### config.mk
export PLATFORM = sky130hd
export DESIGN_NAME = car_detector
export DESIGN_NICKNAME = d
export VERILOG_FILES = /design/src/rtl/car_detector_pkg.sv /design/src/rtl/car_detector_sensor_cond.sv /design/src/rtl/car_detector.sv
export SDC_FILE = /design/constraint.sdc
export NUM_CORES = 1
export LEC_CHECK = 0
export CAP_MARGIN = 20
export CORE_ASPECT_RATIO = 1.4
export CORE_MARGIN = 2
export CORE_UTILIZATION = 57
export DETAILED_ROUTE_END_ITERATION = 16
export PLACE_DENSITY = 0.79
export SYNTH_ARGS = -nofsm -noshare
export SYNTH_HDL_FRONTEND = slang
export SYNTH_SLANG_ARGS = --single-unit
### constraint.sdc
create_clock -name clk -period 2.75 [get_ports clk]
set_input_delay 0.4125 -clock clk [delete_from_list [all_inputs] [get_ports clk]]
set_output_delay 0.4125 -clock clk [all_outputs]
set_load 0.02 [all_outputs]
### src/rtl/car_detector_pkg.sv
// car_detector_pkg
// Shared types for the parking-lot gate detector.
//   det_state_t  : 3-bit FSM state encoding (also driven onto state_dbg)
//   S_IDLE_BEAMS : conditioned beam pair {a, b} when neither beam is blocked
//   next_state() : beam-sequence transition table, before the stall timeout is applied
package car_detector_pkg;

    typedef enum logic [2:0] {
        ST_IDLE  = 3'd0,
        ST_EN_A  = 3'd1,
        ST_EN_AB = 3'd2,
        ST_EN_B  = 3'd3,
        ST_EX_B  = 3'd4,
        ST_EX_AB = 3'd5,
        ST_EX_A  = 3'd6,
        ST_FAULT = 3'd7
    } det_state_t;

    localparam logic [1:0] S_IDLE_BEAMS = 2'b00;

    // s is {a, b}. The exit path is the entry path with A and B swapped.
    // Any beam pair that has no listed transition holds the current state.
    function automatic det_state_t next_state(input det_state_t cur, input logic [1:0] s);
        det_state_t nxt;
        nxt = cur;
        case (cur)
            ST_IDLE: begin
                case (s)
                    2'b10:   nxt = ST_EN_A;
                    2'b01:   nxt = ST_EX_B;
                    2'b11:   nxt = ST_FAULT;   // both beams at once: no legal origin
                    default: nxt = ST_IDLE;
                endcase
            end
            ST_EN_A: begin
                case (s)
                    2'b11:   nxt = ST_EN_AB;
                    2'b00:   nxt = ST_IDLE;    // car backed out
                    2'b01:   nxt = ST_FAULT;
                    default: nxt = ST_EN_A;
                endcase
            end
            ST_EN_AB: begin
                case (s)
                    2'b01:   nxt = ST_EN_B;
                    2'b10:   nxt = ST_EN_A;
                    2'b00:   nxt = ST_FAULT;
                    default: nxt = ST_EN_AB;
                endcase
            end
            ST_EN_B: begin
                case (s)
                    2'b00:   nxt = ST_IDLE;    // entry complete
                    2'b11:   nxt = ST_EN_AB;
                    2'b10:   nxt = ST_FAULT;
                    default: nxt = ST_EN_B;
                endcase
            end
            ST_EX_B: begin
                case (s)
                    2'b11:   nxt = ST_EX_AB;
                    2'b00:   nxt = ST_IDLE;    // car backed out
                    2'b10:   nxt = ST_FAULT;
                    default: nxt = ST_EX_B;
                endcase
            end
            ST_EX_AB: begin
                case (s)
                    2'b10:   nxt = ST_EX_A;
                    2'b01:   nxt = ST_EX_B;
                    2'b00:   nxt = ST_FAULT;
                    default: nxt = ST_EX_AB;
                endcase
            end
            ST_EX_A: begin
                case (s)
                    2'b00:   nxt = ST_IDLE;    // exit complete
                    2'b11:   nxt = ST_EX_AB;
                    2'b01:   nxt = ST_FAULT;
                    default: nxt = ST_EX_A;
                endcase
            end
            default: begin
                // FAULT only releases once the gate is completely clear, so a
                // beam still blocked cannot start a new sequence mid-car.
                if (s == S_IDLE_BEAMS) nxt = ST_IDLE;
                else                   nxt = ST_FAULT;
            end
        endcase
        return nxt;
    endfunction

endpackage

### src/rtl/car_detector_sensor_cond.sv
// car_detector_sensor_cond
// Conditions one raw photo-beam input: a 2-flop synchronizer, optionally
// followed by a debounce filter when CAR_DETECTOR_DEBOUNCE_EN is defined.
// Ports:
//   clk   : system clock
//   reset : synchronous, active-high reset
//   raw   : asynchronous beam input, 1 = blocked
//   clean : conditioned beam level
// Macro CAR_DETECTOR_DEBOUNCE_EN: clean follows the synchronized level only
// after it has differed from clean for DEBOUNCE_CYCLES consecutive cycles.
// Without it, clean is the synchronizer output and DEBOUNCE_CYCLES is unused.
module car_detector_sensor_cond #(
    parameter int DEBOUNCE_CYCLES = 4
) (
    input  logic clk,
    input  logic reset,
    input  logic raw,
    output logic clean
);

    if (DEBOUNCE_CYCLES < 1) begin : g_bad_debounce
        $error("DEBOUNCE_CYCLES must be at least 1");
    end

    logic [1:0] sync_q;

    always_ff @(posedge clk) begin
        if (reset) sync_q <= 2'b00;
        else       sync_q <= {sync_q[0], raw};
    end

`ifdef CAR_DETECTOR_DEBOUNCE_EN
    localparam int DB_W = $clog2(DEBOUNCE_CYCLES + 1);
    localparam logic [DB_W-1:0] DB_LAST = DB_W'(DEBOUNCE_CYCLES - 1);

    logic [DB_W-1:0] db_cnt_q;
    logic            clean_q;

    // Count consecutive cycles of disagreement; any bounce back to the
    // accepted level restarts the count.
    always_ff @(posedge clk) begin
        if (reset) begin
            db_cnt_q <= '0;
            clean_q  <= 1'b0;
        end else if (sync_q[1] != clean_q) begin
            if (db_cnt_q == DB_LAST) begin
                clean_q  <= sync_q[1];
                db_cnt_q <= '0;
            end else begin
                db_cnt_q <= db_cnt_q + 1'b1;
            end
        end else begin
            db_cnt_q <= '0;
        end
    end

    assign clean = clean_q;
`else
    assign clean = sync_q[1];
`endif

endmodule

### src/rtl/car_detector.sv
// car_detector
// Parking-lot gate detector feeding the occupancy counter. Tracks a car
// through outer beam A and inner beam B and pulses inc/dec only on complete
// legal sequences; illegal sequences and stalls raise a fault pulse.
// Ports:
//   clk       : system clock
//   reset     : synchronous, active-high reset
//   a_raw     : outer beam, asynchronous, 1 = blocked
//   b_raw     : inner beam, asynchronous, 1 = blocked
//   inc       : one-cycle pulse, car fully entered
//   dec       : one-cycle pulse, car fully exited
//   fault     : one-cycle pulse on entry to FAULT
//   busy      : high whenever the FSM is not IDLE
//   state_dbg : current FSM state encoding
// Macro CAR_DETECTOR_DEBOUNCE_EN enables per-beam debounce (DEBOUNCE_CYCLES).
module car_detector #(
    parameter int TIMEOUT_CYCLES  = 1000,
    parameter int DEBOUNCE_CYCLES = 4
) (
    input  logic       clk,
    input  logic       reset,
    input  logic       a_raw,
    input  logic       b_raw,
    output logic       inc,
    output logic       dec,
    output logic       fault,
    output logic       busy,
    output logic [2:0] state_dbg
);
    import car_detector_pkg::*;

    localparam int CNT_W = $clog2(TIMEOUT_CYCLES + 1);
    localparam logic [CNT_W-1:0] CNT_LAST = CNT_W'(TIMEOUT_CYCLES - 1);
    localparam logic [CNT_W-1:0] CNT_MAX  = '1;

    logic a_s;
    logic b_s;

    car_detector_sensor_cond #(.DEBOUNCE_CYCLES(DEBOUNCE_CYCLES)) u_cond_a (
        .clk   (clk),
        .reset (reset),
        .raw   (a_raw),
        .clean (a_s)
    );

    car_detector_sensor_cond #(.DEBOUNCE_CYCLES(DEBOUNCE_CYCLES)) u_cond_b (
        .clk   (clk),
        .reset (reset),
        .raw   (b_raw),
        .clean (b_s)
    );

    det_state_t       state_q;
    det_state_t       state_d;
    det_state_t       step_d;
    logic [CNT_W-1:0] cnt_q;
    logic [CNT_W-1:0] cnt_d;
    logic             timed_out;
    logic             inc_q;
    logic             dec_q;
    logic             fault_q;

    always_comb begin
        step_d    = next_state(state_q, {a_s, b_s});
        // A sequence that sits in one in-progress state too long is a stall.
        timed_out = (step_d == state_q) && (state_q != ST_IDLE) &&
                    (state_q != ST_FAULT) && (cnt_q == CNT_LAST);
        state_d   = timed_out ? ST_FAULT : step_d;

        cnt_d = cnt_q;
        if ((state_d != state_q) || (state_q == ST_IDLE) || (state_q == ST_FAULT)) begin
            cnt_d = '0;
        end else if (cnt_q != CNT_MAX) begin
            cnt_d = cnt_q + 1'b1;
        end
    end

    // Pulses are decoded from the transition being taken, so each event
    // fires exactly once and the three outputs cannot overlap.
    always_ff @(posedge clk) begin
        if (reset) begin
            state_q <= ST_IDLE;
            cnt_q   <= '0;
            inc_q   <= 1'b0;
            dec_q   <= 1'b0;
            fault_q <= 1'b0;
        end else begin
            state_q <= state_d;
            cnt_q   <= cnt_d;
            inc_q   <= (state_q == ST_EN_B) && (state_d == ST_IDLE);
            dec_q   <= (state_q == ST_EX_A) && (state_d == ST_IDLE);
            fault_q <= (state_q != ST_FAULT) && (state_d == ST_FAULT);
        end
    end

    assign inc       = inc_q;
    assign dec       = dec_q;
    assign fault     = fault_q;
    assign busy      = (state_q != ST_IDLE);
    assign state_dbg = state_q;

endmodule
Word-level counts from Yosys, hierarchy flattened:

Cells that the tools add are included.

* bits in registers: 20
* bits of input ports: 4
* output and inout bits: 7
* logic and storage cells: 47

* $add $sub $neg: 1
* equality and inequality tests: 16
* multiplexer cells: 10
* reductions and logical operators: 13

Operators by type and width (count)
* 3-bit case mux with 3 select lines: 6
* 3-bit case mux with 7 select lines: 1
* 3-bit equality test, second input constant: 5
* 10-bit by 1-bit adder with 10-bit output, second input constant: 1
* 10-bit equality test, second input constant: 1
* 10-bit inequality test, second input constant: 1
* 3-bit by 2-bit equality test with 1-bit output, second input constant: 2
* 1-bit logical AND: 6
* 3-bit logical NOT: 2
* 3-bit two-way mux: 2
* 2-bit case mux with 3 select lines: 1
* 2-bit equality test, second input constant: 2
* 3-bit by 1-bit equality test with 1-bit output, second input constant: 1
* 3-bit equality test: 1
* 3-bit inequality test: 1
* 3-bit inequality test, second input constant: 1
* 3-bit nonzero test: 1
* 2-bit by 1-bit equality test with 1-bit output, second input constant: 1
* 2-bit logical NOT: 1
* 1-bit logical OR: 2
* 2-bit OR reduction: 1

Longest topological paths before layout:

Gate-level depths: netlist of the first run.

* depth in word-level cells: 12
* mapped depth: 9
* mapped depth without buffers: 9

Modules after synthesis:

A second synthesis of the first run with hierarchy kept.

* cell total of the unflattened synthesis: 148
* area total of the unflattened synthesis: 1247.4 sq um

Modules (own cells, without submodules)
* car_detector: times used 1, cells an instance 140, area each 1142.3 sq um, seq. area each 320.3 sq um
* car_detector_sensor_cond: times used 2, cells an instance 4, area each 52.6 sq um, seq. area each 40.0 sq um

Least setup slack after synthesis of the first run:

No wires, ideal clock.

* path kind: reg2reg
* start: register u_cond_a.sync_q[1]
* end: register cnt_q[9]
* library setup time: 0.138 ns
* arrival: 2.126 ns
* data required time: 2.612 ns
* setup slack: 0.486 ns
* cell stages (with the launch flop): 10
* buffers on the path: 0
* clock period less this slack: 2.264 ns
* cell sequence: dfxtp_1 inv_1 ha_1 nor3_1 a2111oi_1 o32ai_1 nor4b_1 nand2b_1 a211oi_2 nor4_1

* cells in the longest elaborated chain, start to end: 12
* elaborated cells between the ends (all ways): 22
* those cells by class: eq/ne (5); mux (10); reduce/logical (7)

RTL lines
* from (decl): line car_detector_sensor_cond.sv:25 `logic [1:0] sync_q;`
* from (signal assigned): line car_detector_sensor_cond.sv:29 `else sync_q <= {sync_q[0], raw};`
* 2-bit by 1-bit equality test with 1-bit output, or another cell as far along
* 3-bit case mux with 3 select lines, or another cell as far along: line car_detector_pkg.sv:76 `case (s)`
* 3-bit case mux with 7 select lines *: line car_detector_pkg.sv:26 `case (cur)`
* 3-bit equality test: line car_detector.sv:66 `timed_out = (step_d == state_q) && (state_q != ST_IDLE) &&`
* 1-bit logical AND (2 in a row): line car_detector.sv:66
* 1-bit logical AND: line car_detector.sv:67 `(state_q != ST_FAULT) && (cnt_q == CNT_LAST);`
* 3-bit two-way mux *: line car_detector.sv:68 `state_d = timed_out ? ST_FAULT : step_d;`
* 3-bit inequality test *: line car_detector.sv:71 `if ((state_d != state_q) || (state_q == ST_IDLE) || (state_q == ST_FAULT)) begin`
* 1-bit logical OR * (2 in a row): line car_detector.sv:71
* 2-bit OR reduction (no source line) *
* to (signal assigned): line car_detector.sv:89 `cnt_q <= cnt_d;`
* to (decl): line car_detector.sv:56 `logic [CNT_W-1:0] cnt_q;`

Mark *: on every way between the ends. The rest lies on a longest branch, timed or not.
A chain may end at the register's enable or synchronous reset.

Final worst setup path of the first run:

* start: register u_cond_b.sync_q[1]
* end: register cnt_q[8]

* cells in the longest elaborated chain, start to end: 12
* elaborated cells between the ends (all ways): 22
* those cells by class: eq/ne (5); mux (10); reduce/logical (7)

RTL lines (line)
* from (decl): car_detector_sensor_cond.sv:25
* from (signal assigned): car_detector_sensor_cond.sv:29
* 2-bit by 1-bit equality test with 1-bit output, or another cell as far along
* 3-bit case mux with 3 select lines, or another cell as far along: car_detector_pkg.sv:76
* 3-bit case mux with 7 select lines *: car_detector_pkg.sv:26
* 3-bit equality test: car_detector.sv:66
* 1-bit logical AND (2 in a row): car_detector.sv:66
* 1-bit logical AND: car_detector.sv:67
* 3-bit two-way mux *: car_detector.sv:68
* 3-bit inequality test *: car_detector.sv:71
* 1-bit logical OR * (2 in a row): car_detector.sv:71
* 2-bit OR reduction (no source line) *

Marked as above.

==> run metrics, run 1 <==
EDFF count, synth=0; Worst EP required=between 2 and 3 ns; Power Total=630 uW; Reg2Reg Setup Slack=0.19 ns; worst hold path type=flip-flop to flip-flop; Worst VDD drop=0.594 mV; Reg2Reg Capture Point=cnt_q[8]; Clock Skews=0.00254 ns; syn nets=175; CTS Hold Buffers Added=0; WHS Endpoint=u_cond_a.sync_q[1]; vias in the first global route=1163; Post-Synthesis Cells=162; Via density=6.19; HP Start=u_cond_a.sync_q[0]; Final Max Slew Viols=0; GR met2 Demand/Resource=46.2%; synthesis-to-finish area growth=13.8%; maximum clock frequency=0.390 GHz; Final nets=185; final wirelength=2850 um; Slowest cell on crit path=dfxtp_1; CP Capture Type=flip-flop; post-layout util=between 60 and 70%; post-route minimum period=approximately 2.6 ns; largest net degree at the start of global routing=18; worst r2r src=u_cond_b.sync_q[1]; met1 Use GR=24.4%; initial antenna violation count=0; max_slew headroom=65.0%; H-tree depth=1; starting density of the core=60.6%; Setup CP Type=flip-flop to flip-flop; setup violators final=0; CTS tree=built; Diodes inserted=0; Tightest Pin Transition=0.524 ns; DR DRC count=0; CTS clk-pin slew, worst paths=0.11 ns; Pleak=0.000543 uW; crit-path cells=inv_1, ha_1, nor2_1, nor3_1, o311a_1, nor3_2, xor2_1, o2111ai_4, nor4_1; Crit path largest cell delay=0.42 ns; Post-CTS Setup Bufs=0; area of the die=0.00272 mm2; DP HPWL=2230 um; Filler Cell Count=~180; placed cell areas=0.00142 mm2; Setup Slack @ Placement=0.190 ns; most used routing layer=met2; Final Hold Viols=0; startpoint class of the critical path=flip-flop; total number of vias=1194; status=finished, final reports clean; Synth async-reset ratio=0%; synthesized area=0.00132 mm2; setup ws final=approximately 0.19 ns; PwrDens=roughly 420 mW/mm2; GR Util met3=3.27%; area leader, netlist=dfxtp_1; cts repair resizes=0; Avg Inst Size Synth=8.14 um2; Setup TNS Final=0 ns; worst skew pair latency=0.30 ns; GPL Wtd Cong=slightly above 0.9; Total GRT Usage=between 20% and 30%; r2r worst-path depth=9; grt ovf=0; Final period util=93.2%; die extent in x=44.7 um; ANT nets after route=0; Yosys top cell area share=30.4%; Ys Warns=0; count leader, synth=dfxtp_1; Cell Rows=20; Root Driver=clkbuf_4; Unique masters post-synth=43; Clock Tree Buf Depth=2; synth top area cells=dfxtp_1 (30%), ha_1 (8.5%), nor3_1 (3.4%); endpoint arrival time on the critical path=2.78 ns; Post-synth top flop=dfxtp_1; synth cell count leaders=dfxtp_1 (20), nand2_1 (12), nor2_1 (12), ha_1 (9), nor3_1 (9); Routed WL per cell=14.7 um; max cap viols=0; wire length of the first global-routing pass=a little under 5000 um; Core Footprint=0.00218 mm2; WHS Path Cells=1; port buffer count=10; layout cell share with drive strength beyond 1=9.36%; CTS buffer count=3; sequential-to-total area share from yosys stat=30.4%; top fanout value on the critical path=10; Die Span Y=60.9 um; initial DRC count=14; Pre-antenna DRT Iters=6; post-route cell area=0.00150 mm2; I/O pin count=11; clk sink count=20; Yosys reg bits=20
logic make-up after synthesis:
kind of cell / synth area share, %
AND/OR/NAND/NOR: 32.0
AO/OA/AOI/OAI: 17.6
flip-flops: 30.4
buffers and inverters: 5.98
adder cells (fa/ha/maj): 8.54
XOR/XNOR: 3.98
multiplexers: 1.52
worst max path at each step:
stage | start | endpoint | slack (ns) | depth (start not counted)
CTS | u_cond_a.sync_q[1] | state_dbg[2] | 0.17 | 9
global placement | u_cond_a.sync_q[1] | state_dbg[1] | 0.21 | 9
detailed placement | u_cond_a.sync_q[1] | state_dbg[2] | 0.19 | 9
floorplan | u_cond_a.sync_q[1] | cnt_q[9] | 0.49 | 9
global route | u_cond_b.sync_q[1] | cnt_q[9] | -0.02 | 9
finish | u_cond_b.sync_q[1] | cnt_q[8] | 0.19 | 9
worst max-delay path, delay by kind of cell (launching register included):
kind	cells	cell delay (ns)
adder cells (fa/ha/maj)	1	0.25
buffers and inverters	1	0.12
flip-flops	1	0.42
AO/OA/AOI/OAI	2	0.63
AND/OR/NAND/NOR	4	0.81
XOR/XNOR	1	0.25
final cells by class:
cell class                 count  area (um2)  share of cell area, %
clock inverter                 1        30.0                   2.00
tap                           22        27.5                   1.83
inverter                       6        22.5                   1.50
sequential                    20         400                   26.7
clock buffer                   3        22.5                   1.50
timing repair buffer          14         130                   8.67
multi-input combinational    127         867                   57.8
cell usage in the layout (no fill, tap or decap), types with 3 or more instances in the layout:
master / n
a21boi_1: 3
a21oi_1: 7
a31oi_1: 3
and3_1: 3
buf_4: 4
clkbuf_4: 3
clkdlybuf4s50_1: 10
dfxtp_1: 20
ha_1: 9
inv_1: 5
nand2_1: 12
nand2b_1: 5
nand3_1: 8
nand4_1: 3
nor2_1: 12
nor2b_1: 6
nor3_1: 9
o21ai_0: 7
or2b_1: 4
or3_1: 5
xor2_1: 4
layer usage:
metal / up-vias / share of wire [%]
li1: 599 / -
met1: 567 / 39
met2: 21 / 56
met3: 7 / 2.3
met4: 0 / 2.4
met5: - / 0
state kept, by name, summed over array words and instances (netlist names):
register / cells
u_cond_b.sync_q: 2
inc: 1
state_dbg: 3
cnt_q: 10
u_cond_a.sync_q: 2
dec: 1
fault: 1
metrics by stage:
stage	hold slack, ns	std cells
6_report	0.450	193
3_3_place_gp	0.419	189
4_1_cts	0.455	193
5_1_grt	0.468	193
3_5_place_dp	0.429	189
2_1_floorplan	0.414	162
report_power, final:
part | switching (uW) | leakage [uW] | internal (uW)
Combinational | 48.1 | 0.000353 | 38.9
Clock | 90.1 | 0.0000279 | 147
Sequential | 10.7 | 0.000162 | 295
Total | 149 | 0.000543 | 481
(Power assumes the default switching activity.)
==> run 2: changes to the inputs <==
- ABC_AREA: unset -> 1
- PLACE_DENSITY: 0.79 -> 0.78
- RECOVER_POWER: unset -> 25
==> run 2 against run 1 <==
  * Power decreased by 0.68%
  * Flip-flop and latch count is the same
  * Register-to-register slack better by 0.31 ns
  * First-iteration DRC count grew to 2.9 times the previous value
  * Sequential power hardly changed
  * Area after synthesis rose by 3.3%
  * Critical path type is now flip-flop to output port
  * Largest power group unchanged
==> run metrics, run 2 <==
synthesized area=about 0.0014 mm2; most frequent cells in the layout=nor2_1 (44), nand2_1 (39), inv_1 (26); area leader, netlist=dfxtp_1; layout cell share with drive strength beyond 1=8.37%; Yosys top cell area share=29.4%; Filler Cell Count=234; placed cell areas=0.00145 mm2; commonest non-fill, non-tap cell in the layout=nor2_1; ANT nets after route=0; Worst EP required=2.34 ns; sequential-to-total area share from yosys stat=~29%; EDFF count, synth=0; syn nets=218; cts repair resizes=0; GPL Wtd Cong=approximately 0.95; CTS buffer count=3; max cap viols=0; Clock Skews=0.00532 ns; Final nets=roughly 230; vias in the first global route=1196; CTS clk-pin slew, worst paths=0.11 ns; Synth async-reset ratio=0%; top fanout value on the critical path=15; Pre-antenna DRT Iters=4; port buffer count=10; synthesis-to-finish area growth=10.6%; initial antenna violation count=0; CTS Hold Buffers Added=0; Cell Rows=21; Die Span Y=around 62 um; Setup CP Type=flip-flop to output port; post-route cell area=0.00151 mm2; final wirelength=2880 um; Post-synth top flop=dfxtp_1; Final Max Slew Viols=0; Pleak=~0.00072 uW; largest net degree at the start of global routing=16; Clock Tree Buf Depth=2; maximum clock frequency=between 0.4 and 0.5 GHz; max_slew headroom=64.7%; grt ovf=0; die extent in x=45.3 um; startpoint class of the critical path=flip-flop; post-route minimum period=2.26 ns; worst hold path type=flip-flop to flip-flop; Post-CTS Setup Bufs=0; H-tree depth=1; Yosys reg bits=20; Avg Inst Size Synth=6.65 um2; Final Hold Viols=0; total number of vias=1253; setup violators final=0; endpoint arrival time on the critical path=1.85 ns; Setup TNS Final=0 ns; CP Capture Type=output port; PwrDens=~420 mW/mm2; Post-Synthesis Cells=205; Final period util=82.1%; Total GRT Usage=23.0%; Routed WL per cell=between 10 and 15 um; RSZ-0062 raised after global routing=false; Core Footprint=approximately 0.0023 mm2; CTS tree=built; post-layout util=64.4%; Via density=5.26; synth cell count leaders=nor2_1 (44), nand2_1 (39), inv_1 (26), dfxtp_1 (20), nand3_1 (19); WHS Path Cells=2; Unique masters post-synth=27; clk sink count=20; area of the die=between 0.002 and 0.003 mm2; I/O pin count=11; wire length of the first global-routing pass=4710 um; synth top area cells=dfxtp_1 (29%), nor2_1 (12%), nand2_1 (11%); Worst VDD drop=0.407 mV; Largest register FFs=10; starting density of the core=58.3%; worst skew pair latency=0.30 ns; r2r worst-path depth=15; Top reg by flops=cnt_q; DR DRC count=0; DP HPWL=2360 um; Diodes inserted=0; Tightest Pin Transition=roughly 0.53 ns; count leader, synth=nor2_1; Ys Warns=0; Root Driver=clkbuf_4; initial DRC count=40; status=finished, final reports clean
[run 2: cell types whose count changed in the layout (fill, tap and decap cells not counted), sizes merged, moves of 4 or more]
cell / before / now
inv: 6 / 28
nor2b: 6 / 0
nor3: 10 / 3
a211oi: 4 / 0
nand3: 8 / 22
nand2b: 5 / 0
or2b: 4 / 0
nand2: 12 / 42
nor2: 12 / 47
or3: 5 / 0
[run 2: cell families (layout without fill, tap and decap cells)]
group                    Yosys count  after routing  synth area share, %
AND/OR/NAND/NOR                  122            122                 41.5
flip-flops                        20             20                 29.4
AO/OA/AOI/OAI                     16             16                 6.61
XOR/XNOR                           5              5                 3.21
adder cells (fa/ha/maj)            9              9                 8.26
buffers and inverters             33             43                 11.0
[run 2: final cells by class]
class | instances | area (um2) | share of cell area, %
multi-input cells | 152 | 812 | 53.9
flip-flops and latches | 20 | 400 | 26.6
repair buffers | 11 | 108 | 7.14
inverters | 28 | 105 | 6.98
clock inverters | 1 | 30.0 | 1.99
well taps | 23 | 28.8 | 1.91
clock buffers | 3 | 22.5 | 1.50
[run 2: path summary, 6_finish.rpt]
check | startpoint | end | slack, ns
worst max-delay path | state_dbg[1] | busy | 0.49
worst min-delay path | u_cond_a.sync_q[0] | u_cond_a.sync_q[1] | 0.41
worst max register to register | u_cond_a.sync_q[1] | cnt_q[8] | 0.50
worst min register to register | u_cond_a.sync_q[0] | u_cond_a.sync_q[1] | 0.41
[run 2: stage by stage]
step                hold slack [ns]  total power (uW)  setup slack (ns)  cells
detailed placement            0.399               396             0.530    234
finish                        0.411               626             0.492    238
global placement              0.391               392             0.686    234
global route                  0.425               652             0.255    238
floorplan                     0.388               373             0.847    205
CTS                           0.415               629             0.502    238
[run 2: power by group]
group / switching [uW] / internal, uW
clock: 89.4 / 147
combinational: 53.8 / 32.0
sequential: 8.29 / 295
[run 2: per-layer routing]
layer  global-route usage [%]  vias to the layer above  wire [um]
met3                     2.31                       12         49
li1                         -                      664          -
met5                        0                        -          0
met1                     22.5                      555       1130
met2                     44.7                       22       1590
met4                     14.3                        0        117
[run 2: worst max-delay path, stage by stage (launching register included)]
cell             delay [ns]
dfxtp_1                0.67
nor2_4                 0.10
nand2_1                0.15
clkdlybuf4s50_1        0.62
